### src/rtl/rf_stack_ctrl.sv
// LIFO stack controller driving a single-port 256x8 register-file macro.
// Define RF_STACK_PEEK_EN to make op 2'b10 a non-destructive peek.
module rf_stack_ctrl #(
   parameter int DEPTH = 256,
   parameter int DW    = 8
) (
   input  logic          CLK,
   input  logic          RST,
   input  logic          cmd_valid,
   output logic          cmd_ready,
   input  logic [1:0]    cmd_op,
   input  logic [DW-1:0] cmd_data,
   output logic          rsp_valid,
   input  logic          rsp_ready,
   output logic [DW-1:0] rsp_data,
   output logic          rsp_err,
   output logic [8:0]    count,
   output logic          full,
   output logic          empty,
   output logic          ovf,
   output logic          udf,
   input  logic          err_clr,
   output logic          CEN,
   output logic          WEN,
   output logic [7:0]    A,
   output logic [DW-1:0] D,
   input  logic [DW-1:0] Q
);

   typedef enum logic [1:0] {IDLE, RD, RSP} state_t;

   state_t        state_q;
   logic [8:0]    count_q, count_d;
   logic          rsp_valid_q;
   logic [DW-1:0] rsp_data_q;
   logic          rsp_err_q;
   logic          ovf_q, udf_q;

   logic fire, op_push, op_pop, op_peek, op_rd;
   logic do_wr, do_rd, set_ovf, set_udf;

   assign full  = (count_q == 9'(DEPTH));
   assign empty = (count_q == 9'd0);

   assign cmd_ready = ~RST & ((state_q == IDLE) |
                              ((state_q == RSP) & rsp_ready));
   assign fire      = cmd_valid & cmd_ready;

   assign op_push = (cmd_op == 2'b00);
   assign op_pop  = (cmd_op == 2'b01);
`ifdef RF_STACK_PEEK_EN
   assign op_peek = (cmd_op == 2'b10);
`else
   assign op_peek = 1'b0;
`endif
   assign op_rd   = op_pop | op_peek;

   assign do_wr   = fire & op_push & ~full;
   assign do_rd   = fire & op_rd & ~empty;
   assign set_ovf = fire & op_push & full;
   assign set_udf = fire & op_rd & empty;

   // The macro samples on the same edge as the fire, so drive it combinationally.
   always_comb begin
      CEN = 1'b1;
      WEN = 1'b1;
      A   = '0;
      D   = '0;
      if (do_wr) begin
         CEN = 1'b0;
         WEN = 1'b0;
         A   = count_q[7:0];
         D   = cmd_data;
      end else if (do_rd) begin
         CEN = 1'b0;
         A   = count_q[7:0] - 8'd1;
      end
   end

   always_comb begin
      count_d = count_q;
      if (do_wr)
         count_d = count_q + 9'd1;
      else if (do_rd & op_pop)
         count_d = count_q - 9'd1;
   end

   always_ff @(posedge CLK or posedge RST) begin
      if (RST) begin
         state_q     <= IDLE;
         count_q     <= '0;
         rsp_valid_q <= 1'b0;
         rsp_data_q  <= '0;
         rsp_err_q   <= 1'b0;
         ovf_q       <= 1'b0;
         udf_q       <= 1'b0;
      end else begin
         count_q <= count_d;
         ovf_q   <= (ovf_q & ~err_clr) | set_ovf;
         udf_q   <= (udf_q & ~err_clr) | set_udf;
         unique case (state_q)
            IDLE, RSP: begin
               if (rsp_ready) begin
                  state_q     <= IDLE;
                  rsp_valid_q <= 1'b0;
               end
               if (fire) begin
                  if (set_udf) begin
                     state_q     <= RSP;
                     rsp_valid_q <= 1'b1;
                     rsp_data_q  <= '0;
                     rsp_err_q   <= 1'b1;
                  end else if (do_rd) begin
                     state_q     <= RD;
                     rsp_valid_q <= 1'b0;
                  end else begin
                     state_q     <= IDLE;
                     rsp_valid_q <= 1'b0;
                  end
               end
            end
            RD: begin
               state_q     <= RSP;
               rsp_valid_q <= 1'b1;
               rsp_data_q  <= Q;
               rsp_err_q   <= 1'b0;
            end
            default: begin
               state_q     <= IDLE;
               rsp_valid_q <= 1'b0;
            end
         endcase
      end
   end

   assign count     = count_q;
   assign rsp_valid = rsp_valid_q;
   assign rsp_data  = rsp_data_q;
   assign rsp_err   = rsp_err_q;
   assign ovf       = ovf_q;
   assign udf       = udf_q;

endmodule
### config.mk
export PLATFORM = sky130hd
export DESIGN_NAME = rf_stack_ctrl
export DESIGN_NICKNAME = d
export VERILOG_FILES = /design/src/rtl/rf_stack_ctrl.sv
export SDC_FILE = /design/constraint.sdc
export NUM_CORES = 1
export LEC_CHECK = 0
export BUFFER_PORTS_ARGS = -buffer_cell sky130_fd_sc_hd__buf_2
export CORE_MARGIN = 8
export CORE_UTILIZATION = 47
export DETAILED_ROUTE_END_ITERATION = 6
export PLACE_DENSITY = 0.79
export SYNTH_ARGS = -nofsm -noshare
export SYNTH_HDL_FRONTEND = slang
export SYNTH_SLANG_ARGS = --single-unit
### constraint.sdc
create_clock -name CLK -period 3.25 [get_ports CLK]
set_input_delay 0.4875 -clock CLK [delete_from_list [all_inputs] [get_ports CLK]]
set_output_delay 0.4875 -clock CLK [all_outputs]
set_load 0.02 [all_outputs]
==> metrics.yaml, run 1 <==
outcome:
  status: "completed"
placed_design:
  dp_slack_ns: 0.247
  dp_hpwl_microns: 3280
  portBuffers: 64
  place.gp.congestion: 0.890
floorplanning:
  initial_core_util: 0.492
  dieArea_sq_um: 5260
  ios: 65
  num_rows: 20
  die_w_microns: 72.5
  die_h_microns: 72.5
  core_area_sq_um: 3050
drt:
  initialDrtViolationCount: 54
  num_vias: 1419
  routed_wl_microns: 4090
  ant_nets: 0
  post_drt_wl_per_cell_microns: 14.7
  firstDrtPassIters: 4
  viasPerCell: 5.09
  drc_errors: 0
finish:
  antenna_cells: 0
  layout-drive-gt1-share: 0.353
  syn_to_final_growth_pct: 27.6
  layout.nets: 270
  fill_cells: 290
setup_path:
  start_kind: "flip-flop"
  cp_max_fo: 8
  path_delay_family: "compound AO/OA/AOI/OAI gates"
  cp.depth: 13
  crit_buf_inv: 3
  critPathKind: "reg -> reg"
  crit_path_end_kind: "flip-flop"
  crit_arrival_ns: 3.25
  path_cells: "inv_1 > ha_1 > nor3b_2 > and3_2 > nor2_1 > inv_1 > buf_4 > ha_1 > nand2_1 > o21ai_0 > a31oi_1 > xor2_1 > o21ai_0"
  reg2reg_depth: 13
  cp.required_ns: 3.47
  reg2reg_from: "count[0]"
  critPathLaunch: "count[0]"
  cpPeakStageDelay_ns: 0.44
  slowest_stage: "dfrtp_2"
power_and_ir_drop:
  leakage_nw: 1.04
  power.density_nw_per_um2: 829
  peakVddDrop_v: 0.000496
  finalPower_mw: 1.59
yosys:
  syn_area_sq_um: 1500
  ys_ff_latch: 22
  synth.distinct_cells: 40
  synth_top_cell_area_share: 0.366
  avgSynthCellArea_sq_um: 8.84
  synthFlopType: "dfrtp_1"
  async_flop_share: 1.00
  yosysWarningCount: 0
  synth_cells: 170
  yosys-top-cells-area: "dfrtp_1 (37%), ha_1 (8.3%), o21ai_0 (7.0%)"
  synth_top_cell_by_area: "dfrtp_1"
  syn_nets: 204
  seq_area_frac_synth: 0.366
  synth_edf_count: 0
timing:
  timing.final.hold_violations: 0
  grt_setup_unrepaired: "no"
  max_freq_mhz: 330
  worst_slack_ns: 0.219
  worstMarginPinSlew_ns: 0.850
  finalSetupTns_ns: 0
  skew_ns: 0.00923
  post-route-min-period_ns: 3.03
  fin_crit_sh: 0.933
  relSlewSlack: 0.433
  slew_violations: 0
  setup_viol: 0
global_routing:
  first_global_vias: 1459
  grt_pass1_wl_microns: 6870
  grt_use_total: 0.160
  overflow: 0
  grt_antenna_before_repair: 0
  grt_max_degree: 23
clock_network:
  clockRootBuffer: "clkbuf_4"
  clkLatencyLatePin_ns: 0.31
  cts_resized: 0
  cts_setup_buffers: 0
  cts_tree: "yes"
  clk_path_buf_depth: 2
  htreeDepth: 1
  cts.clk_slew.worst_paths_ns: 0.13
  clkSinkCount: 22
  cts_buffers: 3
  cts_hold_buf: 0
min_path:
  min_path_type: "in -> async"
run:
  drv_cap: 0
-- registers in the layout, indices dropped and copies added, names as in the netlist --
signal,count
udf,1
count,9
state_q,2
rsp_err,1
rsp_data,8
ovf,1
-- cell usage in the layout, fill, tap and decap left out, drive strengths merged, types with 2 or more instances in the layout --
| master | count |
|---|---|
| buf | 67 |
| nand2 | 27 |
| dfrtp | 22 |
| o21ai | 21 |
| nor2 | 10 |
| xor2 | 10 |
| and2 | 10 |
| ha | 10 |
| inv | 7 |
| a21oi | 5 |
| nand3 | 4 |
| xnor2 | 4 |
| a21o | 4 |
| clkbuf | 4 |
| nand2b | 2 |
| and3 | 2 |
| nor3 | 2 |
| o211ai | 2 |
| a31oi | 2 |
| nor3b | 2 |
| and3b | 2 |
| or3 | 2 |
-- through the flow --
| stage | instance area [sq um] | util | hold slack [ns] | std cells |
|---|---|---|---|---|
| after CTS | 1910 | 0.625 | 0.369 | 279 |
| final | 1920 | 0.628 | 0.344 | 279 |
| after floorplan | 1500 | - | 0.477 | 170 |
| after global routing | 1920 | 0.628 | 0.383 | 279 |
| after detailed placement | 1870 | 0.613 | 0.468 | 275 |
| after global placement | 1870 | 0.613 | 0.458 | 275 |
-- power by group --
group / switching (mW) / leakage [nW] / internal, mW
combinational: 0.556 / 0.739 / 0.391
clock: 0.0815 / 0.0210 / 0.0683
sequential: 0.122 / 0.276 / 0.372
total: 0.759 / 1.04 / 0.831
-- worst paths after layout --
kind	end	slack, ns
setup / recovery	count[6]	0.22
hold / removal	udf	0.34
setup reg to reg	count[6]	0.22
hold reg to reg	rsp_err	0.49
max in group asynchronous	count[0]	2.33
min in group CLK	rsp_data[3]	0.38
-- layer usage --
metal  vias to the layer above  wire length [microns]  GRT usage
met5                         -                      0          0
met4                         0                     57     0.0622
met1                       657                   1870      0.194
met2                        39                   1880      0.262
met3                         6                    285     0.0427
li1                        717                      -          -
-- synth_stat cells, types with 2 or more instances --
| master | instances |
|---|---|
| and2_1 | 10 |
| a31oi_1 | 2 |
| buf_1 | 2 |
| o211ai_1 | 2 |
| and3_2 | 2 |
| a21oi_1 | 5 |
| dfrtp_1 | 22 |
| a21o_1 | 4 |
| inv_1 | 6 |
| nor3_1 | 2 |
| nand2b_1 | 2 |
| nand2_1 | 27 |
| nor3b_1 | 2 |
| o21ai_0 | 21 |
| buf_2 | 3 |
| ha_1 | 10 |
| xor2_1 | 10 |
| xnor2_1 | 4 |
| nand3_1 | 4 |
| nor2_1 | 10 |
-- layout make-up --
type,count,area (sq um),share of cell area
multi-input combinational,135,906,0.472
sequential,22,552,0.288
timing repair buffer,67,343,0.179
tap,44,55.1,0.0287
clock buffer,4,36.3,0.0189
inverter,7,26.3,0.0137
-- cells by family after synthesis --
family | Yosys count | share of synthesized area
simple gates | 71 | 0.266
mux | 1 | 0.00666
compound gates | 38 | 0.146
flops | 22 | 0.366
fa+ha+maj | 11 | 0.0966
buf+inv | 13 | 0.0375
xor+xnor | 14 | 0.0816
Note: power is estimated with default switching activity, not from simulation.
==> run 2: changes to the inputs <==
--- a/config.mk
+++ b/config.mk
@@ -7,9 +7,10 @@
 export LEC_CHECK = 0
 export BUFFER_PORTS_ARGS = -buffer_cell sky130_fd_sc_hd__buf_2
 export CORE_MARGIN = 8
-export CORE_UTILIZATION = 47
+export CORE_UTILIZATION = 49
+export CTS_BUF_LIST = sky130_fd_sc_hd__clkbuf_4 sky130_fd_sc_hd__clkbuf_8
 export DETAILED_ROUTE_END_ITERATION = 6
-export PLACE_DENSITY = 0.79
+export PLACE_DENSITY = 0.82
 export SYNTH_ARGS = -nofsm -noshare
 export SYNTH_HDL_FRONTEND = slang
 export SYNTH_SLANG_ARGS = --single-unit
==> run 2 against run 1 <==
Compared with the run above: sequential cell count unchanged; highest routed layer unchanged; global-route usage decreased by 0.15 points; critical path type unchanged; count of clock-buffer cells in the layout unchanged; register-to-register slack about the same; clock skew decreased by 0.0034 ns; wire length decreased by 0.20%; worst setup slack got worse by 0.013 ns; cell count decreased by 3.6%.
==> metrics.yaml, run 2 (same netlist as run 1, synthesis figures left out) <==
timing:
  grt_setup_unrepaired: "no"
  worstMarginPinSlew_ns: 0.827  # -0.0237 ns
  worst_slack_ns: 0.206  # -0.0126 ns
  fin_crit_sh: 0.937  # +0.00387
  post-route-min-period_ns: 3.04  # +0.0126 ns
  timing.final.hold_violations: 0  # unchanged
  slew_violations: 0  # unchanged
  relSlewSlack: 0.448  # +0.0158
  setup_viol: 0  # unchanged
  finalSetupTns_ns: 0  # unchanged
  skew_ns: 0.00585  # -0.00338 ns
  max_freq_mhz: 329  # -0.41%
floorplanning:
  dieArea_sq_um: 5090  # -3.2%
  core_area_sq_um: 2980  # -2.5%
  die_h_microns: 71.4  # -1.6%
  ios: 65  # unchanged
  die_w_microns: 71.4  # -1.6%
  num_rows: 20  # unchanged
  initial_core_util: 0.505  # +0.0124
run:
  drv_cap: 0  # unchanged
drt:
  post_drt_wl_per_cell_microns: 15.2  # +3.5%
  initialDrtViolationCount: 28  # -48%
  num_vias: 1436  # +1.2%
  drc_errors: 0  # unchanged
  ant_nets: 0  # unchanged
  firstDrtPassIters: 5  # +1
  viasPerCell: 5.34  # +5.0%
  routed_wl_microns: 4080  # -0.20%
clock_network:
  clkSinkCount: 22  # unchanged
  clockRootBuffer: "clkbuf_4"
  cts_buffers: 3  # unchanged
  clk_path_buf_depth: 2  # unchanged
  cts_tree: "yes"
  cts_hold_buf: 0  # unchanged
  cts.clk_slew.worst_paths_ns: 0.12  # about the same
  htreeDepth: 1  # unchanged
  clkLatencyLatePin_ns: 0.31  # about the same
global_routing:
  overflow: 0  # unchanged
  grt_antenna_before_repair: 0  # unchanged
  grt_pass1_wl_microns: 6690  # -2.7%
  grt_use_total: 0.159  # -0.00150
  first_global_vias: 1426  # -2.3%
  grt_max_degree: 23  # unchanged
placed_design:
  place.gp.congestion: 0.785  # -12%
  dp_slack_ns: 0.147  # -0.0999 ns
  dp_hpwl_microns: 3300  # +0.68%
  portBuffers: 64  # unchanged
setup_path:
  path_cells: "inv_1 > ha_1 > nor3b_2 > and3_2 > nor2_1 > inv_1 > ha_1 > a21o_1 > a31o_2 > a211oi_1 > mux2i_1 > xnor2_1"
  rrSetupSlack_ns: 0.21  # about the same
  cp.depth: 12  # -1
  critPathLaunch: "count[1]"
  start_kind: "flip-flop"
  regToRegEndpoint: "count[8]"
  reg2reg_depth: 12  # -1
  crit_buf_inv: 2  # -1
  cp_max_fo: 8  # unchanged
  critPathCapture: "count[8]"
  cpPeakStageDelay_ns: 0.44  # about the same
  slowest_stage: "dfrtp_1"
  cp.required_ns: 3.49  # +0.02 ns
  reg2reg_from: "count[1]"
  crit_arrival_ns: 3.28  # +0.03 ns
  crit_path_end_kind: "flip-flop"
  critPathKind: "reg -> reg"
  path_delay_family: "compound AO/OA/AOI/OAI gates"
finish:
  final_cell_mix: "buf_2 (64), nand2_1 (27), o21ai_0 (21), dfrtp_1 (21)"
  layout-drive-gt1-share: 0.352  # -0.00150
  syn_to_final_growth_pct: 26.5
  final_common_cell: "buf_2"
  layout.nets: 271  # +0.37%
  largest_register_ffs: 9  # unchanged
  antenna_cells: 0  # unchanged
power_and_ir_drop:
  power.density_nw_per_um2: 829  # about the same
  peakVddDrop_v: 0.000500  # +0.75%
  leakage_nw: 1.04  # +0.14%
outcome:
  status: "completed"
min_path:
  min_path_type: "in -> async"
==> run 2: cell types whose count changed in the layout (fill, tap and decap cells not counted) <==
cell	before	now
a211oi_1	0	1
a211oi_2	1	0
buf_4	3	4
clkbuf_4	3	4
clkbuf_8	1	0
==> run 2: cell type report <==
| type | instances | area, sq um |
|---|---|---|
| Clock buffer | 4 | 30.0 |
| Fill cell | 276 | 1080 |
| Inverter | 7 | 26.3 |
| Multi-Input combinational cell | 135 | 901 |
| Sequential cell | 22 | 552 |
| Tap cell | 33 | 41.3 |
| Timing Repair Buffer | 68 | 350 |
==> run 2: stage by stage <==
| step | hold slack, ns | std cells | util | total power, mW | instance area [sq um] |
|---|---|---|---|---|---|
| floorplan | 0.477 | 170 | - | 1.15 | 1500 |
| global placement | 0.465 | 265 | 0.626 | 1.41 | 1870 |
| detailed placement | 0.472 | 265 | 0.626 | 1.44 | 1870 |
| CTS | 0.367 | 269 | 0.637 | 1.58 | 1900 |
| global route | 0.368 | 269 | 0.638 | 1.70 | 1900 |
| finish | 0.334 | 269 | 0.638 | 1.58 | 1900 |
==> run 2: worst min path at each step <==
stage / start / end / slack (ns)
5_1_grt: Q[1] / rsp_data[1] / 0.37
2_1_floorplan: RST / count[1] / 0.48
6_report: RST / rsp_data[7] / 0.33
3_5_place_dp: rsp_err / rsp_err / 0.47
3_3_place_gp: rsp_err / rsp_err / 0.46
4_1_cts: RST / rsp_data[6] / 0.37
==> run 2: where the power goes <==
part           switching, mW  internal, mW
combinational          0.557         0.391
sequential             0.119         0.372
clock                 0.0806        0.0563
total                  0.757         0.819
==> run 2: layer usage <==
layer	share of wire	vias up	wire [microns]	global-route usage
met2	0.51	48	2060	0.284
li1	-	718	-	-
met1	0.42	665	1720	0.183
met5	0	-	0	0
met3	0.063	5	258	0.0335
met4	0.010	0	41	0.0508
==> run 2: worst reg2reg max path, stage by stage, from the launching register on <==
cell and delay [ns]:
dfrtp_1 0.44, inv_1 0.15, ha_1 0.15, nor3b_2 0.21, and3_2 0.30, nor2_1 0.07
inv_1 0.21, ha_1 0.36, a21o_1 0.22, a31o_2 0.24, a211oi_1 0.24, mux2i_1 0.25
xnor2_1 0.13
==> run 2: timing repair <==
action,in CTS,in global routing
buffers inserted,0,0
setup endpoints to repair,0,3
gates resized for setup,0,1
==> run 3: changes to the inputs <==
--- a/config.mk
+++ b/config.mk
@@ -7,10 +7,10 @@
 export LEC_CHECK = 0
 export BUFFER_PORTS_ARGS = -buffer_cell sky130_fd_sc_hd__buf_2
 export CORE_MARGIN = 8
-export CORE_UTILIZATION = 49
+export CORE_UTILIZATION = 44
 export CTS_BUF_LIST = sky130_fd_sc_hd__clkbuf_4 sky130_fd_sc_hd__clkbuf_8
 export DETAILED_ROUTE_END_ITERATION = 6
-export PLACE_DENSITY = 0.82
+export PLACE_DENSITY = 0.78
 export SYNTH_ARGS = -nofsm -noshare
 export SYNTH_HDL_FRONTEND = slang
 export SYNTH_SLANG_ARGS = --single-unit
==> constraint.sdc (replaced) <==
create_clock -name CLK -period 2.7 [get_ports CLK]
set_input_delay 0.405 -clock CLK [delete_from_list [all_inputs] [get_ports CLK]]
set_output_delay 0.405 -clock CLK [all_outputs]
set_load 0.005 [all_outputs]
==> run 3 against run 2 <==
Compared with the run above: clock power rose by 6%; global-route usage fell by 0.57 points; combinational power rose by 27%; critical endpoint unchanged; worst setup slack got worse by 0.12 ns; non-clock buffer count rose by 11; utilization fell by 1.6 points; critical path type unchanged; register-to-register slack got worse by 0.12 ns; wire length rose by 6.2%; first-iteration DRC count rose by 100%; count of clock-buffer cells in the layout fell by 1; power rose by 20%.
==> metrics.yaml, run 3 (same netlist as run 1, synthesis figures left out) <==
finish:
  stdcell_count: 293  # +8.9%
  antenna_cells: 0  # unchanged
  finalInstanceArea_sq_um: 2060  # +8.4%
  ff_latch_area_sq_um: 551  # -0.23%
  final_common_cell: "buf_2"
  layout.nets: 283  # +4.4%
  layout-drive-gt1-share: 0.421  # +0.0694
  largest_register_ffs: 9  # unchanged
  multiInputGateArea_sq_um: 961  # +6.7%
  final_cell_mix: "buf_2 (64), nand2_1 (27), dfrtp_1 (22), o21ai_0 (19), buf_4 (15)"
  fill_cells: 283  # +2.5%
  syn_to_final_growth_pct: 37.1
placed_design:
  dp_cells: 287  # +8.3%
  place_area_sq_um: 1970  # +5.8%
  dp_hpwl_microns: 3310  # +0.12%
  place.gp.congestion: 0.880  # +12%
  portBuffers: 64  # unchanged
run:
  drv_cap: 0  # unchanged
power_and_ir_drop:
  switching_power_uw: 807  # +6.5%
  peakVddDrop_v: 0.000574  # +15%
  pwr-share-clk: 0.077  # -0.010
  leakage_nw: 1.10  # +5.7%
  p_comb_frac: 0.637  # +0.036
  sequentialPowerShare: 0.286  # -0.026
  switching_share: 0.427  # -0.0534
  power.density_nw_per_um2: 917  # +11%
  power.internal_mw: 1.08  # +32%
drt:
  num_vias: 1490  # +3.8%
  ant_nets: 0  # unchanged
  initialDrtViolationCount: 57  # +100%
  routed_wl_microns: 4330  # +6.2%
  post_drt_wl_per_cell_microns: 14.8  # -2.5%
  firstDrtPassIters: 4  # -1
  drc_errors: 0  # unchanged
  viasPerCell: 5.09  # -4.7%
setup_path:
  rrSetupSlack_ns: 0.09  # -0.12 ns
  cp_max_fo: 5  # -3
  cp.required_ns: 2.93  # -0.56 ns
  start_kind: "flip-flop"
  regToRegEndpoint: "count[8]"
  crit_arrival_ns: 2.84  # -0.44 ns
  crit_path_end_kind: "flip-flop"
  reg2reg_depth: 12  # unchanged
  reg2reg_from: "count[0]"
  critPathKind: "reg -> reg"
clock_network:
  cts.clk_slew.worst_paths_ns: 0.12  # about the same
  cts_buffers: 3  # unchanged
  clockRootBuffer: "clkbuf_4"
  cts_tree: "yes"
  clk_path_buf_depth: 2  # unchanged
  cts_hold_buf: 0  # unchanged
  clkSinkCount: 22  # unchanged
  clkLatencyLatePin_ns: 0.29  # -0.02 ns
  htreeDepth: 1  # unchanged
timing:
  skew_ns: 0.00125  # -0.00460 ns
  relSlewSlack: 0.428  # -0.0200
  finalSetupTns_ns: 0  # unchanged
  worstMarginPinSlew_ns: 0.856  # +0.0299 ns
  grt_setup_unrepaired: "yes"
  max_freq_mhz: 383  # +17%
  setup_viol: 0  # unchanged
  slew_violations: 0  # unchanged
  post-route-min-period_ns: 2.61  # -0.434 ns
  fin_crit_sh: 0.967  # +0.0300
  timing.final.hold_violations: 0  # unchanged
global_routing:
  first_global_vias: 1444  # +1.3%
  grt_use_total: 0.153  # -0.00571
  grt_pass1_wl_microns: 6800  # +1.7%
  grt_max_degree: 23  # unchanged
  grt_antenna_before_repair: 0  # unchanged
  overflow: 0  # unchanged
floorplanning:
  initial_core_util: 0.454  # -0.0507
  die_w_microns: 74.4  # +4.3%
  num_rows: 21  # +5.0%
  core_area_sq_um: 3310  # +11%
  die_h_microns: 74.4  # +4.3%
  ios: 65  # unchanged
  dieArea_sq_um: 5540  # +8.8%
outcome:
  status: "completed"
min_path:
  min_path_type: "in -> async"
run 3: what timing repair did:
| action | CTS | global route |
|---|---|---|
| setup endpoints to repair | 2 | 5 |
| pin swaps | 0 | 5 |
| buffers inserted | 0 | 2 |
| gates cloned | 0 | 1 |
| resized for setup | 1 | 12 |
run 3: how the worst max path moves through the flow:
stage | startpoint | depth (start not counted) | slack [ns] | endpoint
5_1_grt | count[0] | 12 | -0.05 | count[5]
4_1_cts | count[0] | 12 | 0.03 | count[8]
3_5_place_dp | count[0] | 12 | 0.001 | count[8]
6_report | count[0] | 12 | 0.09 | count[8]
3_3_place_gp | count[0] | 12 | 0.1 | count[8]
2_1_floorplan | count[0] | 13 | 0.0005 | count[8]
run 3: cell type report:
| cell class | instances | share of cell area |
|---|---|---|
| clock buffer | 3 | 0.0109 |
| tap | 46 | 0.0279 |
| timing repair buffer | 79 | 0.210 |
| multi-input combinational | 135 | 0.466 |
| sequential | 22 | 0.267 |
| timing repair inverter | 1 | 0.00243 |
| inverter | 7 | 0.0152 |
run 3: metrics by stage:
step	hold slack [ns]	worst slack [ns]	total power [mW]	utilization
after floorplan	0.394	0.000514	1.25	-
after global placement	0.462	0.0983	1.65	0.596
after detailed placement	0.478	0.00105	1.67	0.596
after CTS	0.295	0.0292	1.82	0.603
after global routing	0.304	-0.0485	2.06	0.622
final	0.274	0.0902	1.89	0.622
run 3: power groups by stage:
stage	clock network, mW	registers [mW]	logic [mW]
floorplan	0	0.605	0.644
global placement	0	0.537	1.12
detailed placement	0	0.542	1.12
CTS	0.152	0.535	1.13
global route	0.167	0.554	1.34
finish	0.145	0.540	1.20
run 3: worst max-delay path, stage by stage (launching register included):
cell and delay (ns):
dfrtp_1 0.38, inv_2 0.06, ha_1 0.19, nor3b_4 0.16
and3_4 0.18, nor2_4 0.20, clkinv_4 0.12, ha_4 0.25
a21o_1 0.17, a31o_2 0.26, a211oi_2 0.18, mux2i_1 0.25
xnor2_1 0.13
run 3: per-layer routing:
layer / wire [microns] / GRT usage
met1: 1860 / 0.192
met2: 2130 / 0.261
met3: 314 / 0.0323
met4: 38 / 0.0326
met5: 0 / 0
